<file path="config.mk">
export PLATFORM = sky130hd
export DESIGN_NAME = wb_arbiter_flat
export DESIGN_NICKNAME = d
export VERILOG_FILES = /design/src/rtl/dlx_pkg.sv /design/src/rtl/wb_arbiter_if.sv /design/src/rtl/wb_arbiter_fifo.sv /design/src/rtl/wb_arbiter.sv /design/src/flat_wrapper.sv
export SDC_FILE = /design/constraint.sdc
export NUM_CORES = 1
export LEC_CHECK = 0
export ABC_CLOCK_PERIOD_IN_PS = 8300
export CAP_MARGIN = 5
export CELL_PAD_IN_SITES_DETAIL_PLACEMENT = 2
export CELL_PAD_IN_SITES_GLOBAL_PLACEMENT = 2
export CORE_MARGIN = 2
export CORE_UTILIZATION = 39
export DETAILED_ROUTE_END_ITERATION = 10
export PLACE_DENSITY_LB_ADDON = 0.1
export SETUP_SLACK_MARGIN = 0.3
export SLEW_MARGIN = 20
export SYNTH_ARGS = -nofsm -noshare
export SYNTH_HDL_FRONTEND = slang
export SYNTH_SLANG_ARGS = --single-unit
export TNS_END_PERCENT = 1
</file>
<file path="constraint.sdc">
create_clock -name clk -period 8.3 [get_ports clk]
set_input_delay 1.66 -clock clk [delete_from_list [all_inputs] [get_ports clk]]
set_output_delay 1.66 -clock clk [all_outputs]
set_load 0.03 [all_outputs]
</file>
<file path="src/rtl/dlx_pkg.sv">
// Shared register-file types for the writeback arbiter.
// Holds widths, address/data types and the buffered result entry.
package dlx_pkg;

  localparam int ADDR_W = 5;
  localparam int DATA_W = 32;

  typedef logic [ADDR_W-1:0] reg_addr_t;
  typedef logic [DATA_W-1:0] word_t;

  typedef struct packed {
    logic      alive;
    reg_addr_t rd;
    word_t     data;
  } wb_entry_t;

  localparam reg_addr_t REG_ZERO = '0;

endpackage

</file>
<file path="src/rtl/wb_arbiter_if.sv">
// Bus bundle between result producers, the writeback arbiter and the register file.
// The arbiter connects through the slave modport; the environment uses master.
interface wb_arbiter_if;
  import dlx_pkg::*;

  logic      pipe_valid;
  reg_addr_t pipe_rd;
  word_t     pipe_data;

  logic      mc_valid;
  logic      mc_ready;
  reg_addr_t mc_rd;
  word_t     mc_data;

  logic      WB;
  reg_addr_t Rd;
  word_t     reg_s;
  logic      stall_pipe;

  modport slave (
    input  pipe_valid, pipe_rd, pipe_data,
    input  mc_valid, mc_rd, mc_data,
    output mc_ready,
    output WB, Rd, reg_s, stall_pipe
  );

  modport master (
    output pipe_valid, pipe_rd, pipe_data,
    output mc_valid, mc_rd, mc_data,
    input  mc_ready,
    input  WB, Rd, reg_s, stall_pipe
  );

endinterface

</file>
<file path="src/rtl/wb_arbiter_fifo.sv">
// Multi-cycle result buffer: DEPTH-entry circular FIFO of wb_entry_t.
// A squash input kills every stored entry whose rd matches (CAM over all slots).
module wb_fifo
  import dlx_pkg::*;
#(
  parameter int DEPTH = 4
) (
  input  logic      clk,
  input  logic      rst,
  input  logic      push_i,
  input  wb_entry_t push_entry_i,
  input  logic      pop_i,
  input  logic      squash_i,
  input  reg_addr_t squash_rd_i,
  output wb_entry_t head_o,
  output logic      full_o,
  output logic      empty_o
);

  localparam int PTR_W = $clog2(DEPTH);
  localparam int CNT_W = $clog2(DEPTH + 1);

  wb_entry_t        mem_q [DEPTH];
  logic [PTR_W-1:0] wr_ptr_q, wr_ptr_d;
  logic [PTR_W-1:0] rd_ptr_q, rd_ptr_d;
  logic [CNT_W-1:0] count_q, count_d;
  logic             do_push, do_pop;

  assign full_o  = (count_q == CNT_W'(DEPTH));
  assign empty_o = (count_q == '0);
  assign head_o  = mem_q[rd_ptr_q];

  assign do_push = push_i && !full_o;
  assign do_pop  = pop_i && !empty_o;

  always_comb begin
    wr_ptr_d = wr_ptr_q + PTR_W'(do_push);
    rd_ptr_d = rd_ptr_q + PTR_W'(do_pop);
    count_d  = count_q;
    if (do_push && !do_pop)      count_d = count_q + CNT_W'(1);
    else if (do_pop && !do_push) count_d = count_q - CNT_W'(1);
  end

  always_ff @(posedge clk or posedge rst) begin
    if (rst) begin
      for (int i = 0; i < DEPTH; i++) mem_q[i] <= '0;
      wr_ptr_q <= '0;
      rd_ptr_q <= '0;
      count_q  <= '0;
    end else begin
      if (squash_i) begin
        for (int i = 0; i < DEPTH; i++) begin
          if (mem_q[i].rd == squash_rd_i) mem_q[i].alive <= 1'b0;
        end
      end
      // The pushed entry already carries its own alive bit; it must not be squashed again.
      if (do_push) mem_q[wr_ptr_q] <= push_entry_i;
      wr_ptr_q <= wr_ptr_d;
      rd_ptr_q <= rd_ptr_d;
      count_q  <= count_d;
    end
  end

endmodule

</file>
<file path="src/rtl/wb_arbiter.sv">
// Register-file write-port arbiter: pipeline writeback has priority over buffered mul/div results.
// Optional starvation guard enabled by defining WB_STARVE_GUARD_EN.
module wb_arbiter
  import dlx_pkg::*;
#(
  parameter int DEPTH    = 4,
  parameter int MAX_WAIT = 8
) (
  input logic         clk,
  input logic         rst,
  wb_arbiter_if.slave bus
);

  wb_entry_t head;
  wb_entry_t push_entry;
  logic      fifo_full, fifo_empty;
  logic      push, pop, squash;

  logic      wb_q, wb_d;
  reg_addr_t rd_q, rd_d;
  word_t     data_q, data_d;

  assign bus.mc_ready = !fifo_full && !rst;
  assign push         = bus.mc_valid && bus.mc_ready;

  always_comb begin
    wb_d             = 1'b0;
    rd_d             = rd_q;
    data_d           = data_q;
    pop              = 1'b0;
    squash           = 1'b0;
    push_entry.alive = 1'b1;
    push_entry.rd    = bus.mc_rd;
    push_entry.data  = bus.mc_data;
    if (bus.pipe_valid) begin
      wb_d   = (bus.pipe_rd != REG_ZERO);
      rd_d   = bus.pipe_rd;
      data_d = bus.pipe_data;
      squash = (bus.pipe_rd != REG_ZERO);
      // A same-cycle mc result to the same register is older than the pipeline write.
      if (squash && (bus.mc_rd == bus.pipe_rd)) push_entry.alive = 1'b0;
    end else if (!fifo_empty) begin
      pop    = 1'b1;
      wb_d   = head.alive && (head.rd != REG_ZERO);
      rd_d   = head.rd;
      data_d = head.data;
    end
  end

  always_ff @(posedge clk or posedge rst) begin
    if (rst) begin
      wb_q   <= 1'b0;
      rd_q   <= '0;
      data_q <= '0;
    end else begin
      wb_q   <= wb_d;
      rd_q   <= rd_d;
      data_q <= data_d;
    end
  end

  assign bus.WB    = wb_q;
  assign bus.Rd    = rd_q;
  assign bus.reg_s = data_q;

  wb_fifo #(.DEPTH(DEPTH)) u_fifo (
    .clk         (clk),
    .rst         (rst),
    .push_i      (push),
    .push_entry_i(push_entry),
    .pop_i       (pop),
    .squash_i    (squash),
    .squash_rd_i (bus.pipe_rd),
    .head_o      (head),
    .full_o      (fifo_full),
    .empty_o     (fifo_empty)
  );

`ifdef WB_STARVE_GUARD_EN
  localparam int WAIT_W = $clog2(MAX_WAIT + 1);

  logic [WAIT_W-1:0] wait_q, wait_d;
  logic              stall_q, stall_d;

  always_comb begin
    wait_d  = wait_q;
    stall_d = 1'b0;
    if (pop) begin
      wait_d = '0;
    end else if (bus.pipe_valid && !fifo_empty) begin
      if (wait_q == WAIT_W'(MAX_WAIT - 1)) begin
        stall_d = 1'b1;
        wait_d  = '0;
      end else begin
        wait_d = wait_q + WAIT_W'(1);
      end
    end
  end

  always_ff @(posedge clk or posedge rst) begin
    if (rst) begin
      wait_q  <= '0;
      stall_q <= 1'b0;
    end else begin
      wait_q  <= wait_d;
      stall_q <= stall_d;
    end
  end

  assign bus.stall_pipe = stall_q;

  // The pipeline still wins if it ignores the stall, but that breaks its contract.
  a_stall_honoured: assert property (@(posedge clk) disable iff (rst) !(stall_q && bus.pipe_valid));
`else
  assign bus.stall_pipe = 1'b0;
`endif

endmodule

</file>
<file path="src/flat_wrapper.sv">
// flat-port wrapper written by rule: the top's interface ports become plain ports
module wb_arbiter_flat import dlx_pkg::*;
#(
  parameter int DEPTH    = 4,
  parameter int MAX_WAIT = 8
)
  (clk, rst, bus_pipe_valid, bus_pipe_rd, bus_pipe_data, bus_mc_valid, bus_mc_rd, bus_mc_data, bus_mc_ready, bus_WB, bus_Rd, bus_reg_s, bus_stall_pipe);
  wb_arbiter_if bus_i ();
  input logic clk;
  input logic rst;
  input wire logic [$bits(bus_i.pipe_valid)-1:0] bus_pipe_valid;
  input wire logic [$bits(bus_i.pipe_rd)-1:0] bus_pipe_rd;
  input wire logic [$bits(bus_i.pipe_data)-1:0] bus_pipe_data;
  input wire logic [$bits(bus_i.mc_valid)-1:0] bus_mc_valid;
  input wire logic [$bits(bus_i.mc_rd)-1:0] bus_mc_rd;
  input wire logic [$bits(bus_i.mc_data)-1:0] bus_mc_data;
  output wire logic [$bits(bus_i.mc_ready)-1:0] bus_mc_ready;
  output wire logic [$bits(bus_i.WB)-1:0] bus_WB;
  output wire logic [$bits(bus_i.Rd)-1:0] bus_Rd;
  output wire logic [$bits(bus_i.reg_s)-1:0] bus_reg_s;
  output wire logic [$bits(bus_i.stall_pipe)-1:0] bus_stall_pipe;
  assign bus_i.pipe_valid = bus_pipe_valid;
  assign bus_i.pipe_rd = bus_pipe_rd;
  assign bus_i.pipe_data = bus_pipe_data;
  assign bus_i.mc_valid = bus_mc_valid;
  assign bus_i.mc_rd = bus_mc_rd;
  assign bus_i.mc_data = bus_mc_data;
  assign bus_mc_ready = bus_i.mc_ready;
  assign bus_WB = bus_i.WB;
  assign bus_Rd = bus_i.Rd;
  assign bus_reg_s = bus_i.reg_s;
  assign bus_stall_pipe = bus_i.stall_pipe;
  wb_arbiter #(.DEPTH(DEPTH), .MAX_WAIT(MAX_WAIT)) u_core (.clk(clk), .rst(rst), .bus(bus_i));
endmodule
</file>
==> results of run 1 <==
cell type report:
cell class	count	area share
well taps	285	0.0326
multi-input cells	356	0.346
clock buffers	22	0.0425
inverters	8	0.00344
repair buffers	123	0.111
flip-flops and latches	197	0.452
clock inverters	10	0.0134
kinds of logic (layout without fill, tap and decap cells):
group	after synthesis	in the layout	synth area share
muxes	222	222	0.323
DFF	197	197	0.552
and+or+nand+nor	56	56	0.0318
buffers and inverters	50	163	0.0284
AOI/OAI and AO/OA	43	43	0.0283
xor gates and xnor gates	30	30	0.0294
adders and majority gates	4	4	0.00644
other	1	1	0.000420
power groups by stage:
stage	clock [W]	sequential, W	combinational [W]
floorplan	0	0.00184	0.00106
global placement	0	0.00178	0.00159
detailed placement	0	0.00184	0.00166
CTS	0.000894	0.00184	0.00169
global route	0.000930	0.00190	0.00178
finish	0.000865	0.00182	0.00165
how the worst max path moves through the flow:
stage	slack [ns]	to	start
global route	3.50	bus_mc_ready	rst
floorplan	1.27	async pin	rst
CTS	3.52	bus_mc_ready	rst
finish	3.53	bus_mc_ready	rst
global placement	3.60	bus_mc_ready	rst
detailed placement	3.52	bus_mc_ready	rst
worst max-delay path: cells and delay by family:
family	cells	cell delay (ns)
buf+inv	2	1.26
simple gates	1	0.19
metal layers:
metal	up-vias	GRT usage	part of all wire
met2	100	0.376	0.55
met5	-	0	0
met4	0	0.0542	0.011
met1	2893	0.248	0.41
li1	2390	-	-
met3	20	0.0345	0.029
cells in the final DEF (no fill, tap or decap), types with 4 or more instances in the layout:
| master | instances |
|---|---|
| mux4_2 | 37 |
| o21ai_0 | 32 |
| dfrtp_1 | 195 |
| clkbuf_16 | 17 |
| clkdlybuf4s50_1 | 115 |
| a222oi_1 | 5 |
| inv_1 | 7 |
| nand2_1 | 34 |
| mux2_2 | 149 |
| nor2_1 | 4 |
| xnor2_1 | 16 |
| mux2i_1 | 35 |
| buf_4 | 7 |
| nand3_1 | 5 |
| xor2_1 | 14 |
per-stage QoR:
step / util / total power, W / instances / instance area [um2]
after detailed placement: 0.457 / 0.00350 / 969 / 10300
final: 0.484 / 0.00434 / 1001 / 10900
after global routing: 0.484 / 0.00461 / 1001 / 10900
after CTS: 0.484 / 0.00442 / 1001 / 10900
after floorplan: - / 0.00290 / 603 / 8930
after global placement: 0.457 / 0.00337 / 969 / 10300
synth_stat cells (all sizes together) (2+ instances only):
cell type / number
dfrtp: 197
mux2: 149
mux4: 38
mux2i: 35
nand2: 34
o21ai: 33
buf: 28
xnor2: 16
clkbuf: 14
xor2: 14
inv: 8
a222oi: 5
nand3: 5
nor2: 4
ha: 3
nor3b: 3
nor4: 3
o41ai: 3
and3b: 2
or4: 2
==> reports/metrics.csv, run 1 <==
metric,value,unit
drtIter0Drc,215,
worstHoldStart,u_core.bus.reg_s[2]$_DFFE_PP0P_,
place.gp.congestion,0.717,
maxCapViolCount,0,
core-area,22600,um2
rsz0062_at_grt,false,
status,"complete, no violations",
postSynthAreaPerCell,14.8,um2
num_rows,55,
start_util,0.396,
nFillCells,2136,
min-delay-path-class,flop to flop,
max-clock-path-buffers,2,
h-tree-depth,4,
root_buffer,clkbuf_16,
detailed_place_hpwl,14600,um
endpoint_kind,output pin,
whs_endpoint,u_core.bus.reg_s[2]$_DFFE_PP0P_,
setup_viol,0,
clkPwrFrac,0.199,
grt_overflow_total,0,
crit_arrival,3.11,ns
ys_warn_count,0,
synth_top_area_frac,0.552,
path_cells,clkdlybuf4s50_1 > nor2_1 > clkdlybuf4s50_1,
synth_edf_count,0,
timing.final.max_slew_violations,0,
grt_pass1_wl,37200,um
clk_latency,0.44,ns
hold_buffers,0,
hold_path_depth,2,
routed_wl,23300,um
wl_per_cell,23.2,um
ys_top_cells_by_area,"dfrtp_1 55%, mux2_2 19%, mux4_2 9.3%",
pre_cts_ws,3.52,ns
multi_input_area,3780,um2
num_io_pins,118,
dieArea,24100,um2
syn_area,8930,um2
layout_setup_ws,3.53,ns
ant_nets,0,
hold_slack,0.486,ns
die_x,155,um
synth.largest_area_cell,dfrtp_1,
fin_crit,4.77,ns
async_flop_share,1.00,
critical_path.most_common_cell,clkdlybuf4s50_1,
r2r-start,u_core.u_fifo.count_q[2]$_DFFE_PP0P_,
clock_skew,0.0110,ns
antenna_found_initial,1,
avgViaCountPerCell,5.40,
critical_path.slowest_cell,clkdlybuf4s50_1,
ir_drop,0.000145,V
fin_nets,785,
seq_power_share,0.420,
finalHoldViolations,0,
grt_pass1_vias,6333,
p_per_area,397,nW/um2
synthCells,603,
gr-usage-all-layers,0.204,
seq_area_frac_synth,0.552,
synth_seq_cells,197,
dr.pass1.iters,4,
worst_ep_required_time,6.64,ns
pwr-share-comb,0.380,
cts.reportedPaths.clkPinSlew,0.07,ns
max-slew-margin-rel,0.320,
synth_cell_types,35,
power_switching,0.00147,W
num_vias,5403,
worstSetupStartpointType,primary input,
numCtsBuffers,17,
cts.sinks,197,
tns,0,ns
crit_type,primary input to output pin,
grt_max_degree,131,
die_h,155,um
seq_area,4930,um2
drive_gt1_frac,0.327,
synth_top_flop_cell,dfrtp_1,
worstRegToRegCells,5,
path_max_fanout,4,
drc_errors,0,
cts-resized-gates,0,
r2r_slack,5.43,ns
tightest_slew,1.02,ns
min_period_over_period,0.575,
diodes,0,
max_freq,210,MHz
cts_tree,done,
switching_share,0.338,
portBuffers,116,
cpPeakStageDelay,0.71,ns
p_leak,4.51,nW
power.internal,0.00287,W
area_delta_synth_final,22.3,%
syn-num-nets,685,
cts_setup_buffers,0,
(Power assumes the default switching activity.)
==> run 2, diff against run 1 <==
ABC_CLOCK_PERIOD_IN_PS = 4050   (was 8300)
CORE_UTILIZATION = 35   (was 39)
clock period = 4.05 ns   (was 8.3 ns; I/O delays follow)
==> reports/metrics.csv, run 2 (synthesis gave the netlist of run 1 again) <==
metric,value,unit,change
num_rows,58,,+5.5%
final_common_cell,dfrtp_1,,
multi_input_area,3780,um2,unchanged
timing.final.max_slew_violations,0,,unchanged
grt_max_degree,61,,-53%
power,0.00879,W,+100%
switching_share,0.343,,+0.00491
pwr-share-comb,0.392,,+0.012
path_max_fanout,4,,unchanged
crit_arrival,2.13,ns,-0.98 ns
diodes,0,,unchanged
fin_util,0.441,,-0.0434
max_freq,340,MHz,
drc_errors,0,,unchanged
cts_setup_buffers,0,,unchanged
die_h,164,um,+5.4%
clkPwrFrac,0.194,,-0.005
ir_drop,0.000300,V,+110%
routed_wl,23200,um,-0.17%
finalHoldViolations,0,,unchanged
die_x,164,um,+5.4%
r2r_slack,1.48,ns,-3.95 ns
antenna_found_initial,0,,-1
rsz0062_at_grt,false,,
p_per_area,795,nW/um2,+100%
seq_power_share,0.414,,-0.006
cts-resized-gates,0,,unchanged
h-tree-depth,4,,unchanged
hold_buffers,0,,unchanged
fin_crit,2.94,ns,
worstSetupStartpointType,primary input,,
worst_ep_required_time,3.24,ns,-3.40 ns
dr.pass1.iters,4,,unchanged
grt_pass1_wl,37600,um,+1.2%
min_period_over_period,0.726,,
detailed_place_hpwl,15500,um,+6.0%
crit_type,primary input to output pin,,
r2r-start,u_core.u_fifo.count_q[2]$_DFFE_PP0P_,,
fin_nets,796,,+1.4%
tightest_slew,0.868,ns,-0.150 ns
grt_pass1_vias,6554,,+3.5%
seq_area,4930,um2,unchanged
clk_latency,0.44,ns,about the same
power.internal,0.00578,W,+100%
wl_per_cell,22.0,um,-5.4%
endpoint_kind,output pin,,
maxCapViolCount,0,,unchanged
max-slew-margin-rel,0.417,,+0.0971
status,"complete, no violations",,
tns,0,ns,unchanged
ant_nets,0,,unchanged
num_vias,5480,,+1.4%
cts.sinks,197,,unchanged
numCtsBuffers,17,,unchanged
root_buffer,clkbuf_16,,
portBuffers,116,,unchanged
dieArea,26800,um2,+11%
cts.reportedPaths.clkPinSlew,0.08,ns,about the same
min-delay-path-class,flop to flop,,
worstHoldStart,u_core.bus.reg_s[4]$_DFFE_PP0P_,,
num_io_pins,118,,unchanged
avgViaCountPerCell,5.19,,-3.9%
clock_skew,0.0147,ns,+0.00368 ns
drive_gt1_frac,0.340,,+0.0134
start_util,0.356,,-0.0400
max-clock-path-buffers,2,,unchanged
area_delta_synth_final,23.9,%,
core-area,25100,um2,+11%
drtIter0Drc,213,,-0.93%
power_switching,0.00302,W,+110%
p_leak,4.55,nW,+1.0%
grt_overflow_total,0,,unchanged
setup_viol,0,,unchanged
final_cell_mix,"195 x dfrtp_1, 149 x mux2_2, 115 x clkdlybuf4s50_1",,
cp-startpoint,rst,,
place.gp.congestion,0.782,,+9.0%
gr-usage-all-layers,0.186,,-0.0182
cts_tree,done,,
nFillCells,2437,,+14%
[run 2: path summary, 6_finish.rpt]
check	to	cells past startpoint
max	bus_mc_ready	3
min	u_core.bus.reg_s[4]$_DFFE_PP0P_	2
max reg2reg	u_core.u_fifo.count_q[2]$_DFFE_PP0P_	8
min reg2reg	u_core.bus.reg_s[4]$_DFFE_PP0P_	2
max in group asynchronous	async pin	3
min in group asynchronous	u_core.bus.reg_s[19]$_DFFE_PP0P_	2
[run 2: power by group through the flow]
stage / combinational (W) / sequential (W) / clock (W)
floorplan: 0.00217 / 0.00377 / 0
global placement: 0.00338 / 0.00358 / 0
detailed placement: 0.00352 / 0.00369 / 0
CTS: 0.00354 / 0.00366 / 0.00176
global route: 0.00375 / 0.00379 / 0.00183
finish: 0.00345 / 0.00364 / 0.00170
[run 2: metrics by stage]
step,hold slack (ns),instance area (um2),instances,worst slack [ns]
finish,0.480,11100,1056,1.11
global placement,0.463,10500,1025,0.883
detailed placement,0.471,10500,1025,0.747
CTS,0.489,11100,1056,1.11
global route,0.509,11100,1056,1.06
floorplan,0.475,8940,603,0.694
[run 2: critical path: stages]
cell and delay (ns):
clkdlybuf4s50_1 0.50, nor2_1 0.14, clkdlybuf4s50_1 0.67
[run 2: area by class of cell]
cell class / count / share of cell area
Tap cell: 330 / 0.0373
Multi-Input combinational cell: 356 / 0.341
Clock buffer: 18 / 0.0397
Inverter: 8 / 0.00305
Clock inverter: 13 / 0.0124
Timing Repair Buffer: 134 / 0.120
Sequential cell: 197 / 0.446
[run 2: routing by layer]
layer	vias to the layer above	track usage	routed length (um)
met3	14	0.0313	659
met2	95	0.341	12500
met1	2957	0.228	9790
li1	2414	-	-
met5	-	0	0
met4	0	0.0474	229
